[config.mk]
export PLATFORM = sky130hd
export DESIGN_NAME = instr_encoder
export DESIGN_NICKNAME = d
export VERILOG_FILES = /design/src/rtl/instr_encoder.sv
export SDC_FILE = /design/constraint.sdc
export NUM_CORES = 1
export LEC_CHECK = 0
export ABC_CLOCK_PERIOD_IN_PS = 6000
export BUFFER_PORTS_ARGS = -buffer_cell sky130_fd_sc_hd__buf_2
export CAP_MARGIN = 25
export CORE_MARGIN = 2
export CORE_UTILIZATION = 50
export CTS_CLUSTER_SIZE = 14
export DETAILED_ROUTE_END_ITERATION = 10
export PLACE_DENSITY_LB_ADDON = 0.2
export SKIP_LAST_GASP = 1
export SYNTH_ARGS = -nofsm -noshare
export SYNTH_HDL_FRONTEND = slang
export SYNTH_SLANG_ARGS = --single-unit
[constraint.sdc]
create_clock -name clk_i -period 6 [get_ports clk_i]
set_clock_uncertainty 0.2 [all_clocks]
set_input_delay 0.6 -clock clk_i [delete_from_list [all_inputs] [get_ports clk_i]]
set_output_delay 0.6 -clock clk_i [all_outputs]
set_load 0.02 [all_outputs]
[src/rtl/instr_encoder.sv]
// instr_encoder: packs RV32I fields into instruction words, tags each with a byte address and queues them in a FIFO.
// Optional immediate range checking is enabled by defining IMM_RANGE_CHECK_EN.
module instr_encoder #(
  parameter int DEPTH = 4,
  parameter int ADDR_W = 32,
  parameter logic [ADDR_W-1:0] BASE_ADDR = '0
) (
  input  logic              clk_i,
  input  logic              rst_i,
  input  logic              flush_i,
  input  logic              in_valid_i,
  output logic              in_ready_o,
  input  logic [2:0]        class_i,
  input  logic [2:0]        funct3_i,
  input  logic              alt_i,
  input  logic [4:0]        rd_i,
  input  logic [4:0]        rs1_i,
  input  logic [4:0]        rs2_i,
  input  logic [20:0]       imm_i,
  output logic              out_valid_o,
  input  logic              out_ready_i,
  output logic [31:0]       out_data_o,
  output logic [ADDR_W-1:0] out_addr_o,
  output logic              err_o,
  output logic [7:0]        err_cnt_o
);
  localparam int PW = $clog2(DEPTH);
  logic [31:0]       word;
  logic [11:0]       i_imm;
  logic              is_shift, bad_imm, reject, accept, push, pop;
  logic [31:0]       mem_data [DEPTH];
  logic [ADDR_W-1:0] mem_addr [DEPTH];
  logic [PW-1:0]     wr_ptr, rd_ptr;
  logic [PW:0]       count;
  logic [ADDR_W-1:0] next_addr;
  assign is_shift = class_i == 3'd1 && funct3_i[1:0] == 2'b01;
  assign i_imm = is_shift ? {1'b0, alt_i, 5'b0, imm_i[4:0]} : imm_i[11:0];
`ifdef IMM_RANGE_CHECK_EN
  logic fit12, fit13;
  assign fit12 = &imm_i[20:11] | ~|imm_i[20:11];
  assign fit13 = &imm_i[20:12] | ~|imm_i[20:12];
  assign bad_imm = (class_i inside {3'd1, 3'd2, 3'd3, 3'd6} && !fit12) ||
                   (class_i == 3'd4 && (!fit13 || imm_i[0])) ||
                   (class_i == 3'd5 && imm_i[0]) ||
                   (is_shift && |imm_i[11:5]);
`else
  assign bad_imm = 1'b0;
`endif
  assign reject = class_i == 3'd7 || bad_imm;
  always_comb begin
    word = '0;
    case (class_i)
      3'd0: word = {alt_i ? 7'h20 : 7'h00, rs2_i, rs1_i, funct3_i, rd_i, 7'h33};
      3'd1: word = {i_imm, rs1_i, funct3_i, rd_i, 7'h13};
      3'd2: word = {imm_i[11:0], rs1_i, funct3_i, rd_i, 7'h03};
      3'd3: word = {imm_i[11:5], rs2_i, rs1_i, funct3_i, imm_i[4:0], 7'h23};
      3'd4: word = {imm_i[12], imm_i[10:5], rs2_i, rs1_i, funct3_i, imm_i[4:1], imm_i[11], 7'h63};
      3'd5: word = {imm_i[20], imm_i[10:1], imm_i[11], imm_i[19:12], rd_i, 7'h6F};
      3'd6: word = {imm_i[11:0], rs1_i, 3'b000, rd_i, 7'h67};
      default: word = '0;
    endcase
  end
  assign in_ready_o = count != (PW+1)'(DEPTH);
  assign out_valid_o = count != '0;
  assign accept = in_valid_i & in_ready_o;
  assign push = accept & ~reject;
  assign pop = out_valid_o & out_ready_i;
  assign out_data_o = out_valid_o ? mem_data[rd_ptr] : '0;
  assign out_addr_o = out_valid_o ? mem_addr[rd_ptr] : '0;
  always_ff @(posedge clk_i) begin
    if (push) begin
      mem_data[wr_ptr] <= word;
      mem_addr[wr_ptr] <= next_addr;
    end
  end
  // flush clears everything reset does except the reject counter
  always_ff @(posedge clk_i) begin
    if (rst_i || flush_i) begin
      wr_ptr    <= '0;
      rd_ptr    <= '0;
      count     <= '0;
      next_addr <= BASE_ADDR;
      err_o     <= 1'b0;
      if (rst_i) err_cnt_o <= '0;
    end else begin
      if (push) begin
        wr_ptr    <= wr_ptr + PW'(1);
        next_addr <= next_addr + ADDR_W'(4);
      end
      if (pop) rd_ptr <= rd_ptr + PW'(1);
      count <= count + (PW+1)'(push) - (PW+1)'(pop);
      err_o <= accept & reject;
      if (accept && reject && err_cnt_o != 8'hFF) err_cnt_o <= err_cnt_o + 8'd1;
    end
  end
endmodule

# Yosys cells after proc, flatten, opt, wreduce, memory -nomap -nowiden
# Memories as Yosys holds them, arrays and structs flattened. A register that Yosys moved wholly into a read port is not among the register bits.
# Cells that the tools add are included.
dict set report totals {
  register_bits 48
  ram_bits 256
  in_bits 48
  output_inout_bits 75
  word_cells 52
  n_memories 2
}
dict set report classes {
  addsub 6
  n_eq_ne 11
  n_mux 14
  bitwise_logic 5
  reduce_logical 8
}
# name depth width read_ports rd_ports_with_merged_regs wr line
set memory_table {}
lappend memory_table {mem_addr 4 32 1 1 1 32} ;# logic [ADDR_W-1:0] mem_addr [DEPTH];
lappend memory_table {mem_data 4 32 1 1 1 31} ;# logic [31:0] mem_data [DEPTH];
# cell count
set ops {}
lappend ops {{one-hot mux 32 bit (7 select lines)} 1}
lappend ops {{two-way mux 32 bit} 2}
lappend ops {{adder 32 x 3 -> 32 bit (second input constant)} 1}
lappend ops {{two-way mux 8 bit} 3}
lappend ops {{equality test 3 bit (second input constant)} 4}
lappend ops {{two-way mux 12 bit} 1}
lappend ops {{adder 8 x 1 -> 8 bit (second input constant)} 1}
lappend ops {{two-way mux 2 bit} 4}
lappend ops {{!= test 8 bit (second input constant)} 1}
lappend ops {{equality test 3 x 2 -> 1 bit (second input constant)} 2}
lappend ops {{two-way mux 6 bit} 1}
lappend ops {{adder 2 x 1 -> 2 bit (second input constant)} 2}
lappend ops {{bitwise AND 1 bit} 4}
lappend ops {{adder 3 x 1 -> 3 bit} 1}
lappend ops {{equality test 3 x 1 -> 1 bit (second input constant)} 1}
lappend ops {{logical AND 1 bit} 3}
lappend ops {{zero test 3 bit} 1}
lappend ops {{!= test 3 bit (second input constant)} 1}
lappend ops {{nonzero test 3 bit} 1}
lappend ops {{subtractor 3 x 1 -> 3 bit} 1}
lappend ops {{equality test 2 x 1 -> 1 bit (second input constant)} 1}
lappend ops {{two-way mux 1 bit} 2}
lappend ops {{!= test 2 bit (second input constant)} 1}
lappend ops {{AND reduction 2 bit} 1}
lappend ops {{3 further kinds} 3}

# Logic depth before layout (Yosys ltp)
dict set report depth {
  depth_word 6
  depth_mapped 11
  ltp_nobuf 10
}

# Worst setup path after synthesis
# OpenSTA, ideal clock, no wires.
dict set report synth_timing {
  kind {input to register}
  startpoint {input class_i[2]}
  endpoint {memory mem_addr[0][10], enable pin}
  setup_time_ps 425
  arrival_time_ps 3002
  required_ps 5375
  slack_ps 2372
  path_stages 6
  n_path_buf 2
  cell_sequence {buf_2 nand3_2 nand3_1 inv_1 clkbuf_1 and2_1}
}
dict set report synth_via {
  elab_chain_len 5
}
# element line
set synth_lines {}
lappend synth_lines {{from (decl)} 13} ;# input logic [2:0] class_i,
lappend synth_lines {{equality test 3 bit} 49} ;# assign reject = class_i == 3'd7 || bad_imm;
lappend synth_lines {{NOT 1 bit} 66} ;# assign push = accept & ~reject;
lappend synth_lines {{bitwise AND 1 bit} 66}
lappend synth_lines {{two-way mux 1 bit} 71} ;# if (push) begin
lappend synth_lines {{two-way mux 1 bit (implied by the code)} 73} ;# mem_addr[wr_ptr] <= next_addr;
lappend synth_lines {{to (decl)} 32}
# No other way between the ends.

==> results.yml <==
run_status:
  status: "complete, no violations"
global_routing:
  met3_usage_pct: 2.94
  grt.met2_usage_pct: 33.8
  grt_pass1_vias: 7048
  antenna_found_initial: 1
  gr-usage-all-layers_pct: 19.4
  busiest_layer: "met2"
  grt_util_met1_pct: 26.0
  grt_pass1_wl_um: 38900
  grt_overflow: 0
  grt_max_degree: 64
hold_path:
  hold_class: "in2reg"
  holdPathStages: 3
cts:
  cts-resized-gates: 0
  cts-hold-fix-buffers: 0
  postCtsSetupRepairBufs: 0
  clk_pin_slew_ps: 60
  htree_levels: 1
  clock_sinks: 292
  cts_buffer_depth: 3
  cts_tree: "built"
  clk_latency_ps: 530
  cts_buffers: 29
  cts_root_buf: "clkbuf_16"
sta:
  slew_headroom_pct: 37.9
  fin_crit_sh_pct: 62.0
  timing.fmax_ghz: 0.269
  setup_viol: 0
  final.setup.tns_ps: 0
  slew_viol_final: 0
  rsz0062_at_grt: "false"
  min_period_ps: 3720
  hold_viol: 0
  setup_ws_ps: 2280
  worst_pin_slew_ps: 932
yosys:
  synth_cells: 761
  ys_seq_area_share_pct: 69.2
  synthesis.area_um2: 12100
  synth_ff_type: "edfxtp_1"
  synth-seq-cells: 292
  synthSimpleGateAreaFrac_pct: 10.6
  syn_avg_cell_area_um2: 15.9
  synth-compound-area-share_pct: 3.29
  ys_types: 37
  synthAdderAreaFrac_pct: 0.993
  yosys_warnings: 0
  synthMuxAreaShare_pct: 11.8
  synth_top_family_by_area: "multiplexers"
  async_flop_share_pct: 0
  synth_edf_count: 252
  synth-xor-area-share_pct: 2.10
drt:
  vias_per_cell: 5.55
  first_iter_violations: 577
  avgRoutedWirePerCell_um: 20.2
  drt-total-wl_um: 24600
  drc: 0
  ant_nets: 0
  vias: 6749
  drtPass1Iterations: 5
cells_and_area:
  final_nets: 932
  antenna_cells: 0
  final_cells: 1216
  layout_common_cells: "edfxtp_1 (252), buf_2 (120), and2_1 (68)"
  final_common_cell: "edfxtp_1"
  syn2layout_area_growth_pct: 15.9
  drive_above_1_share_pct: 27.6
  fillCellCount: 1793
placement:
  place_ws_ps: 2120
  place_congestion: 0.802
  io_buffer_count: 120
  dp_hpwl_um: 15300
  numPlacedInstances: 1162
power_and_ir_drop:
  p_leak_nw: 4.93
  ir_drop_v: 0.000169
  power_mw: 4.69
  power.density_nw_per_um2: 335
critical_path:
  cp-end-kind: "output pin"
  critPathMaxStageDelay_ps: 900
  cp_cell_sequence: "buf_4 -> mux4_2 -> and2_1 -> buf_2"
  reg2regPathDepth: 5
  startpoint_type: "register"
  cp_max_fo: 39
  path_class: "reg2out"
  cp.arrival_ps: 2920
  crit_slowest_cell: "dfxtp_4"
  worstPathRequired_ps: 5200
die:
  fp.dieH_um: 160
  io_pins: 123
  die_x_um: 160
  fp-row-count: 56
  initial_utilization_pct: 51.2
  die_area_um2: 25400
  coreArea_um2: 23600
job:
  cap_violations: 0
==> cells in the mapped netlist, types with 8 or more instances <==
cell type | n | share of area, %
a21oi_1 | 28 | 1.2
and2_1 | 72 | 3.7
and3_1 | 10 | 0.52
buf_2 | 10 | 0.41
clkbuf_1 | 34 | 1.1
dfxtp_1 | 40 | 6.6
edfxtp_1 | 252 | 63
ha_1 | 8 | 0.83
inv_1 | 12 | 0.37
mux4_2 | 61 | 11
nand2_1 | 33 | 1.0
nand3_1 | 17 | 0.70
nand4_1 | 8 | 0.41
nor2_1 | 35 | 1.1
nor2b_1 | 15 | 0.78
o21ai_0 | 28 | 1.2
or3_1 | 13 | 0.67
xnor2_1 | 17 | 1.2
xor2_1 | 12 | 0.87
==> worst max-delay path: cells and delay by family, from the launching register on <==
family | cells | cell delay, ps
multiplexers | 1 | 570
AND/OR/NAND/NOR | 1 | 190
buffers and inverters | 2 | 710
flip-flops | 1 | 900
==> where the power goes <==
part / leakage, nW / total [mW] / switching, mW / internal (mW)
registers: 2.75 / 2.31 / 0.0318 / 2.28
clock network: 0.491 / 1.85 / 0.715 / 1.14
logic: 1.68 / 0.534 / 0.324 / 0.209
==> state kept, by name, summed over array words and instances (netlist names), named ones only <==
name,count
err_o,1
rd_ptr,2
mem_data,124
count,3
mem_addr,120
next_addr,30
wr_ptr,2
err_cnt_o,8
==> stage by stage <==
step	cell area [um2]	hold WS, ps	utilization (%)
global placement	12900	300	54.8
floorplan	12100	269	-
detailed placement	13000	318	55.1
finish	14000	170	59.4
CTS	14000	150	59.3
global route	14000	168	59.4
==> layout make-up <==
class                           instances  area [um2]  area share (%)
Multi-Input combinational cell        410        3490            24.9
Sequential cell                       292        8370            59.7
Clock inverter                         15         198            1.41
Tap cell                              319         399            2.85
Clock buffer                           38         790            5.63
Inverter                               12        45.0           0.321
Timing Repair Buffer                  130         726            5.18
==> logic make-up after synthesis <==
family,count (synthesis)
fa+ha+maj,9
flops,292
simple gates,232
buf+inv,60
other cells,1
compound gates,72
xor+xnor,29
mux,66
==> final timing paths <==
check                  start         endpoint  slack, ps
setup / recovery    register   out_addr_o[11]       2280
hold / removal    in_valid_i            err_o        170
setup reg to reg    count[1]  mem_addr[1][18]       2760
hold reg to reg    rd_ptr[1]         register        320
==> per-layer routing <==
metal / vias to the layer above / routed length [um]
li1: 3113 / -
met1: 3382 / 10200
met2: 225 / 12300
met3: 27 / 1620
met4: 2 / 335
met5: - / 13
No activity file was read; power rests on OpenSTA's default activity.
